`src/rtl/uart_pkg.sv`:
```
// Register map, interrupt bit positions, line_ctrl layout and reset images for the UART CSR block.
// Shared by uart_csr and uart_rx_timeout.
package uart_pkg;

    localparam logic [31:0] ADDR_CTRL       = 32'd0;
    localparam logic [31:0] ADDR_STATUS     = 32'd1;
    localparam logic [31:0] ADDR_TX_DATA    = 32'd2;
    localparam logic [31:0] ADDR_RX_DATA    = 32'd3;
    localparam logic [31:0] ADDR_BAUD_DIV   = 32'd4;
    localparam logic [31:0] ADDR_INT_EN     = 32'd5;
    localparam logic [31:0] ADDR_INT_STAT   = 32'd6;
    localparam logic [31:0] ADDR_FIFO_CTRL  = 32'd7;
    localparam logic [31:0] ADDR_RX_TIMEOUT = 32'd8;

    localparam int INT_TX_WM   = 0;
    localparam int INT_RX_WM   = 1;
    localparam int INT_FRAME   = 2;
    localparam int INT_PARITY  = 3;
    localparam int INT_OVERRUN = 4;
    localparam int INT_RX_TMO  = 5;
    localparam int INT_W       = 6;

    // line_ctrl: [1:0] char bits minus 5, [3:2] parity (0 none, 1 even, 2 odd), [4] two stop bits
    localparam int LC_W        = 5;
    localparam int LC_BITS_LSB = 0;
    localparam int LC_PAR_LSB  = 2;
    localparam int LC_STOP_BIT = 4;
    localparam int CTRL_LC_LSB = 4;

    localparam logic [LC_W-1:0] LC_RST   = 5'b00011;
    localparam logic [15:0]     BAUD_RST = 16'd4;
    localparam logic [31:0]     CTRL_RST = 32'(LC_RST) << CTRL_LC_LSB;

    // Writable bits of each stored register image
    localparam logic [31:0] CTRL_MASK      = 32'h0000_01F3;
    localparam logic [31:0] BAUD_MASK      = 32'h0000_FFFF;
    localparam logic [31:0] INT_EN_MASK    = 32'h0000_003F;
    localparam logic [31:0] FIFO_CTRL_MASK = 32'h000F_0F00;
    localparam logic [31:0] RX_TMO_MASK    = 32'h0000_FFFF;

    function automatic logic [31:0] merge_wr(input logic [31:0] cur,
                                             input logic [31:0] wd,
                                             input logic [31:0] wm);
        return (cur & ~wm) | (wd & wm);
    endfunction

endpackage

```
`src/rtl/uart_rx_timeout.sv`:
```
// RX idle timeout: counts cycles with data waiting and no RX activity; hit pulses once per idle period.
// hit is combinational, asserted in the cycle the count reaches the threshold; threshold 0 disables.
module uart_rx_timeout
    import uart_pkg::*;
(
    input  logic        clk,
    input  logic        rst_n,
    input  logic        rx_byte_strobe,
    input  logic        rx_pop,
    input  logic        rx_idle,
    input  logic [15:0] threshold,
    output logic        hit
);

    logic [15:0] cnt;
    logic        reload;
    logic        counting;

    assign reload   = rx_byte_strobe || rx_pop || rx_idle || (threshold == 16'd0);
    assign counting = !reload && (cnt < threshold);
    // Counter stops at the threshold, so the hit fires only once until a reload
    assign hit      = counting && ((cnt + 16'd1) == threshold);

    always_ff @(posedge clk) begin
        if (!rst_n) begin
            cnt <= '0;
        end else if (reload) begin
            cnt <= '0;
        end else if (counting) begin
            cnt <= cnt + 16'd1;
        end
    end

endmodule

```
`src/rtl/uart_csr.sv`:
```
// UART control/status register file; RX timeout included only when UART_CSR_RX_TIMEOUT_EN is defined.
// Read data and error strobe one cycle after the request; no backpressure, TX pushes to a full FIFO are dropped.
module uart_csr
    import uart_pkg::*;
#(
    parameter  int DATA_WIDTH     = 32,
    parameter  int REG_ADDR_WIDTH = 4,
    parameter  int FIFO_DEPTH     = 16,
    localparam int LVL_W          = $clog2(FIFO_DEPTH) + 1
) (
    input  logic                      clk,
    input  logic                      rst_n,
    input  logic [REG_ADDR_WIDTH-1:0] reg_addr,
    input  logic [DATA_WIDTH-1:0]     reg_wdata,
    input  logic [DATA_WIDTH/8-1:0]   reg_wstrb,
    input  logic                      reg_wen,
    input  logic                      reg_ren,
    output logic [DATA_WIDTH-1:0]     reg_rdata,
    output logic                      reg_rvalid,
    output logic                      reg_error,
    output logic [7:0]                tx_wr_data,
    output logic                      tx_wr_en,
    input  logic                      tx_full,
    input  logic [LVL_W-1:0]          tx_level,
    input  logic [7:0]                rx_rd_data,
    output logic                      rx_rd_en,
    input  logic                      rx_empty,
    input  logic [LVL_W-1:0]          rx_level,
    input  logic                      rx_byte_strobe,
    input  logic                      frame_error,
    input  logic                      parity_error,
    input  logic                      overrun_error,
    output logic [15:0]               baud_divisor,
    output logic [LC_W-1:0]           line_ctrl,
    output logic                      baud_enable,
    output logic                      tx_fifo_reset,
    output logic                      rx_fifo_reset,
    output logic                      irq
);

    logic [DATA_WIDTH-1:0] wmask;
    logic [31:0]           wm32, wd32, rd32, addr32;
    logic [31:0]           ctrl_q, baud_q, int_en_q, fifo_ctrl_q, fifo_m, status_img;
    logic [INT_W-1:0]      int_stat_q, int_set, int_clr;
    logic                  frame_st, parity_st, overrun_st, tx_drop;
    logic                  addr_ok, rx_avail, tmo_hit;
    logic                  wr_ctrl, wr_tx, wr_baud, wr_int_en, wr_int_stat, wr_fifo;
    logic                  tx_push, tx_drop_set;
    logic [3:0]            rx_wm_eff;

    always_comb begin
        wmask = '0;
        for (int b = 0; b < DATA_WIDTH/8; b++) begin
            wmask[b*8 +: 8] = {8{reg_wstrb[b]}};
        end
    end

    assign wm32   = 32'(wmask);
    assign wd32   = 32'(reg_wdata);
    assign addr32 = 32'(reg_addr);

`ifdef UART_CSR_RX_TIMEOUT_EN
    logic [31:0] rx_tmo_q;
    logic        wr_rx_tmo;

    assign addr_ok   = addr32 <= ADDR_RX_TIMEOUT;
    assign wr_rx_tmo = reg_wen && (addr32 == ADDR_RX_TIMEOUT);

    always_ff @(posedge clk) begin
        if (!rst_n) begin
            rx_tmo_q <= '0;
        end else if (wr_rx_tmo) begin
            rx_tmo_q <= merge_wr(rx_tmo_q, wd32, wm32) & RX_TMO_MASK;
        end
    end

    uart_rx_timeout u_rx_timeout (
        .clk            (clk),
        .rst_n          (rst_n),
        .rx_byte_strobe (rx_byte_strobe),
        .rx_pop         (rx_rd_en),
        .rx_idle        (rx_level == '0),
        .threshold      (rx_tmo_q[15:0]),
        .hit            (tmo_hit)
    );
`else
    assign addr_ok = addr32 <= ADDR_FIFO_CTRL;
    assign tmo_hit = 1'b0;
`endif

    assign wr_ctrl     = reg_wen && (addr32 == ADDR_CTRL);
    assign wr_tx       = reg_wen && (addr32 == ADDR_TX_DATA) && wm32[0] && ctrl_q[0];
    assign wr_baud     = reg_wen && (addr32 == ADDR_BAUD_DIV);
    assign wr_int_en   = reg_wen && (addr32 == ADDR_INT_EN);
    assign wr_int_stat = reg_wen && (addr32 == ADDR_INT_STAT);
    assign wr_fifo     = reg_wen && (addr32 == ADDR_FIFO_CTRL);

    assign tx_push     = wr_tx && !tx_full;
    assign tx_drop_set = wr_tx && tx_full;
    assign rx_avail    = ctrl_q[1] && !rx_empty;
    assign fifo_m      = merge_wr(fifo_ctrl_q, wd32, wm32);
    assign rx_wm_eff   = (fifo_ctrl_q[19:16] == 4'd0) ? 4'd1 : fifo_ctrl_q[19:16];

    assign status_img = {8'(rx_level), 8'(tx_level), 7'd0, tx_drop, 3'd0,
                         overrun_st, parity_st, frame_st, rx_empty, tx_full};

    always_comb begin
        int_set              = '0;
        int_set[INT_TX_WM]   = 32'(tx_level) <= 32'(fifo_ctrl_q[11:8]);
        int_set[INT_RX_WM]   = 32'(rx_level) >= 32'(rx_wm_eff);
        int_set[INT_FRAME]   = frame_error;
        int_set[INT_PARITY]  = parity_error;
        int_set[INT_OVERRUN] = overrun_error;
        int_set[INT_RX_TMO]  = tmo_hit;
        int_clr = wr_int_stat ? (wd32[INT_W-1:0] & wm32[INT_W-1:0]) : '0;
    end

    always_comb begin
        rd32 = '0;
        case (addr32)
            ADDR_CTRL:       rd32 = ctrl_q;
            ADDR_STATUS:     rd32 = status_img;
            ADDR_RX_DATA:    rd32 = rx_avail ? {24'd0, rx_rd_data} : 32'h0000_0100;
            ADDR_BAUD_DIV:   rd32 = baud_q;
            ADDR_INT_EN:     rd32 = int_en_q;
            ADDR_INT_STAT:   rd32 = 32'(int_stat_q);
            ADDR_FIFO_CTRL:  rd32 = fifo_ctrl_q;
`ifdef UART_CSR_RX_TIMEOUT_EN
            ADDR_RX_TIMEOUT: rd32 = rx_tmo_q;
`endif
            default:         rd32 = '0;
        endcase
    end

    always_ff @(posedge clk) begin
        if (!rst_n) begin
            reg_rvalid    <= 1'b0;
            reg_rdata     <= '0;
            reg_error     <= 1'b0;
            rx_rd_en      <= 1'b0;
            tx_wr_en      <= 1'b0;
            tx_wr_data    <= '0;
            tx_fifo_reset <= 1'b0;
            rx_fifo_reset <= 1'b0;
            ctrl_q        <= CTRL_RST;
            baud_q        <= 32'(BAUD_RST);
            int_en_q      <= '0;
            fifo_ctrl_q   <= '0;
            int_stat_q    <= '0;
            frame_st      <= 1'b0;
            parity_st     <= 1'b0;
            overrun_st    <= 1'b0;
            tx_drop       <= 1'b0;
        end else begin
            reg_rvalid    <= reg_ren;
            reg_rdata     <= reg_ren ? DATA_WIDTH'(rd32) : '0;
            reg_error     <= (reg_ren || reg_wen) && !addr_ok;
            rx_rd_en      <= reg_ren && (addr32 == ADDR_RX_DATA) && rx_avail;
            tx_wr_en      <= tx_push;
            if (tx_push) begin
                tx_wr_data <= wd32[7:0];
            end
            tx_fifo_reset <= wr_fifo && fifo_m[0];
            rx_fifo_reset <= wr_fifo && fifo_m[1];
            if (wr_ctrl)   ctrl_q      <= merge_wr(ctrl_q, wd32, wm32) & CTRL_MASK;
            if (wr_baud)   baud_q      <= merge_wr(baud_q, wd32, wm32) & BAUD_MASK;
            if (wr_int_en) int_en_q    <= merge_wr(int_en_q, wd32, wm32) & INT_EN_MASK;
            if (wr_fifo)   fifo_ctrl_q <= fifo_m & FIFO_CTRL_MASK;
            // New events take priority over a same-cycle W1C
            int_stat_q <= (int_stat_q & ~int_clr) | int_set;
            frame_st   <= (frame_st   & ~int_clr[INT_FRAME])   | frame_error;
            parity_st  <= (parity_st  & ~int_clr[INT_PARITY])  | parity_error;
            overrun_st <= (overrun_st & ~int_clr[INT_OVERRUN]) | overrun_error;
            tx_drop    <= (tx_drop    & ~int_clr[INT_OVERRUN]) | tx_drop_set;
        end
    end

    assign baud_divisor = baud_q[15:0];
    assign line_ctrl    = ctrl_q[CTRL_LC_LSB +: LC_W];
    assign baud_enable  = ctrl_q[0] || ctrl_q[1];
    assign irq          = |(int_stat_q & int_en_q[INT_W-1:0]);

endmodule

```
`config.mk`:
```
export PLATFORM = sky130hd
export DESIGN_NAME = uart_csr
export DESIGN_NICKNAME = d
export VERILOG_FILES = /design/src/rtl/uart_pkg.sv /design/src/rtl/uart_rx_timeout.sv /design/src/rtl/uart_csr.sv
export SDC_FILE = /design/constraint.sdc
export NUM_CORES = 1
export LEC_CHECK = 0
export CAP_MARGIN = 40
export CORE_MARGIN = 2
export CORE_UTILIZATION = 45
export CTS_BUF_LIST = sky130_fd_sc_hd__clkbuf_8
export DETAILED_ROUTE_END_ITERATION = 8
export PLACE_DENSITY = 0.81
export SYNTH_ARGS = -nofsm -noshare
export SYNTH_HDL_FRONTEND = slang
export SYNTH_SLANG_ARGS = --single-unit
```
`constraint.sdc`:
```
create_clock -name clk -period 2.9 [get_ports clk]
set_input_delay 0.58 -clock clk [delete_from_list [all_inputs] [get_ports clk]]
set_output_delay 0.58 -clock clk [all_outputs]
set_load 0.02 [all_outputs]
```
==> summary.md <==
| Metric | Value |
|---|---|
| Layout cells sized above 1 | `9.18%` |
| Unrepaired setup endpoints after global routing | `false` |
| CTS Root Cell | `clkbuf_8` |
| Max_cap viols | `0` |
| Peak supply drop | `between 0.3 and 0.4 mV` |
| Worst setup EP type | `flop` |
| Sequential share of power | `53.1%` |
| CTS tree | `yes` |
| Clock transition at path regs | `0.08 ns` |
| Wire per inst | `16.1 um` |
| PD cells | `about 440 nW/um2` |
| Mapped Avg Cell Area | `between 10 and 15 um2` |
| R2R depth | `7` |
| Combinational share of power | `10.4%` |
| Non-Filler Instances | `between 500 and 600` |
| N_diodes | `0` |
| Total Neg Setup Slack | `0 ns` |
| Crit path kind | `input pin to flop` |
| Fmax | `approximately 0.44 GHz` |
| Distinct cell type count after synthesis | `48` |
| Sw Ratio | `a little under a quarter` |
| Final Skew | `0.00905 ns` |
| Number of global-route vias before repair | `3108` |
| Int Pwr | `1.77 mW` |
| Initial antenna violation count | `0` |
| WP data required | `3.14 ns` |
| Design Area, Final | `5210 um2` |
| Final Cycle Share | `78.5%` |
| Hold WS | `0.456 ns` |
| Terminating pin of the worst hold path | `int_stat_q[5]` |
| GRT Util Overall | `between 20% and 30%` |
| CP peak stage delay | `0.79 ns` |
| Hold depth | `2` |
| Overflow after GRT | `0` |
| Syn-to-layout area delta | `37.6%` |
| H-tree Lvls | `3` |
| Clock network power share | `36.5%` |
| CTS buffer count | `9` |
| R2R Setup Slk | `around 1.3 ns` |
| Worst path arrival time | `2.52 ns` |
| Final setup viols | `0` |
| Die Ht | `approximately 96 um` |
| Share of synthesized area occupied by flip-flops and latches | `46.0%` |
| EDFF count, synth | `0` |
| Fraction of registers with async set/reset | `0%` |
| Clock sink count | `87` |
| DP Area | `~5000 um2` |
| Post-CTS setup buffers | `0` |
| Reg-to-reg critical path endpoint | `int_stat_q[1]` |
| Sw Pwr | `roughly 0.53 mW` |
| Post-CTS sizing | `0` |
| Starting Density | `46.3%` |
| Top cell family by delay on the critical path | `buffers and inverters` |
| Post-CTS Hold Buffers | `0` |
| Most common cell after layout, fill and taps aside | `clkdlybuf4s50_1` |
| Element type at the critical path start | `input pin` |
| Crit path cell chain | `clkdlybuf4s50_1 > nor4b_4 > and3_1 > buf_4 > mux2i_1 > nor2b_1` |
| Drt total wl | `9600 um` |
| Place WS | `0.278 ns` |
| Final Max Slew Viols | `0` |
| Drc violations | `0` |
| Router iterations before antenna repair | `6` |
| Final #Nets | `roughly 560` |
| Fin. Hold Viols | `0` |
| Later-pin clock latency in the skew report | `0.35 ns` |
| Worst path slowest cell | `clkdlybuf4s50_1` |
| Fill count | `677` |
| Synth Instances | `370` |
| PnR worst setup slack | `0.623 ns` |
| Critical path depth in cells | `6` |
| Hold Path Class | `flop to flop` |
| Power Total | `between 2 and 2.5 mW` |
| Buf/Inv on CP | `2` |
| Core Rows | `33` |
| Pin count of the biggest net entering global routing | `38` |
| Antenna viol nets, final | `0` |
| YS warnings | `0` |
| Gp weighted congestion | `0.918` |
| Die Wd | `95.7 um` |
| Lkg Pwr | `1.86 nW` |
| Die area | `between 9000 and 10000 um2` |
| Flip-flop and latch count after synthesis | `87` |
| Most frequent cells in the layout | `clkdlybuf4s50_1 (115), dfxtp_1 (87), mux2i_1 (49)` |
| Min cycle time layout | `2.28 ns` |
| Routed vias | `3093` |
| Slew @ Worst Pin | `0.511 ns` |
| Cell Area, Synth | `3780 um2` |
| CP Max Fanout | `11` |
| Hold path start | `int_stat_q[5]` |
| Clock Path Buffers | `2` |
| DP HPWL | `7250 um` |
| First-pass GRT wire length | `15100 um` |
| CORE AREA | `8180 um2` |
| Primary FF master, synth | `dfxtp_1` |
| I/O Pins | `137` |
| Util after Layout | `63.7%` |
| Port Buffer Count | `~120` |
| Iteration-0 DRC Markers | `133` |
| Run status | `complete, no violations` |
| Vias/cell | `5.20` |
| Cells after DPL | `580` |
| Relative slew slack | `65.8%` |
power groups by stage:
| stage | Sequential [mW] | Clock, mW | Combinational (mW) |
|---|---|---|---|
| CTS | 1.22 | 0.854 | 0.239 |
| global route | 1.22 | 0.896 | 0.258 |
| detailed placement | 1.25 | 0 | 0.237 |
| finish | 1.22 | 0.839 | 0.238 |
| floorplan | 1.25 | 0 | 0.109 |
| global placement | 1.25 | 0 | 0.233 |
how the worst max path moves through the flow:
stage	slack (ns)	startpoint	to
after floorplan	1.23	reg_addr[0]	flop
after global placement	0.22	reg_addr[0]	reg_rdata[19]
after detailed placement	0.28	reg_addr[2]	flop
after CTS	0.64	reg_addr[2]	flop
after global routing	0.52	reg_addr[2]	flop
final	0.62	reg_addr[2]	flop
synthesized netlist by cell type (4+ instances only):
library cell  number  area share (%)
buf_2              7            0.93
a21oi_1            9             1.2
dfxtp_1           87              46
nor2b_1           47             7.8
buf_4             17             3.4
nor2_1            18             1.8
a22oi_1           10             2.0
and3_1            10             1.7
inv_1             13             1.3
clkbuf_1           8            0.79
nand3_1            5            0.66
and2_1             9             1.5
mux2i_1           49              13
ha_1               8             2.6
a21boi_0           5            0.99
nand2_1           12             1.2
a222oi_1           7             1.9
o21a_1             4            0.79
cell type report:
class | instances | area [um2] | area share [%]
multi-input combinational | 242 | 1810 | 34.7
sequential | 87 | 1740 | 33.5
timing repair buffer | 133 | 1280 | 24.6
clock buffer | 11 | 151 | 2.91
tap | 105 | 131 | 2.52
inverter | 13 | 48.8 | 0.937
clock inverter | 4 | 46.3 | 0.889
metal layers:
| metal | vias to the layer above | part of all wire [%] | global-route usage (%) |
|---|---|---|---|
| met1 | 1457 | 43 | 27.0 |
| met4 | 0 | 1.2 | 7.26 |
| met3 | 10 | 7.3 | 5.72 |
| li1 | 1508 | - | - |
| met2 | 118 | 48 | 36.0 |
| met5 | - | 0 | 0 |
logic make-up after synthesis:
group	count (synthesis)	share of synthesized area, %
buffers and inverters	46	6.91
DFF	87	46.0
adders and majority gates	8	2.65
muxes	52	13.9
AOI/OAI and AO/OA	52	10.4
other	1	0.0991
and+or+nand+nor	124	20.0
tightest hold or removal path, stage by stage (launching register included):
cell and delay (ns):
dfxtp_1 0.33, nand2_1 0.06, a21oi_1 0.03
Power figures use the tool's default switching activity.
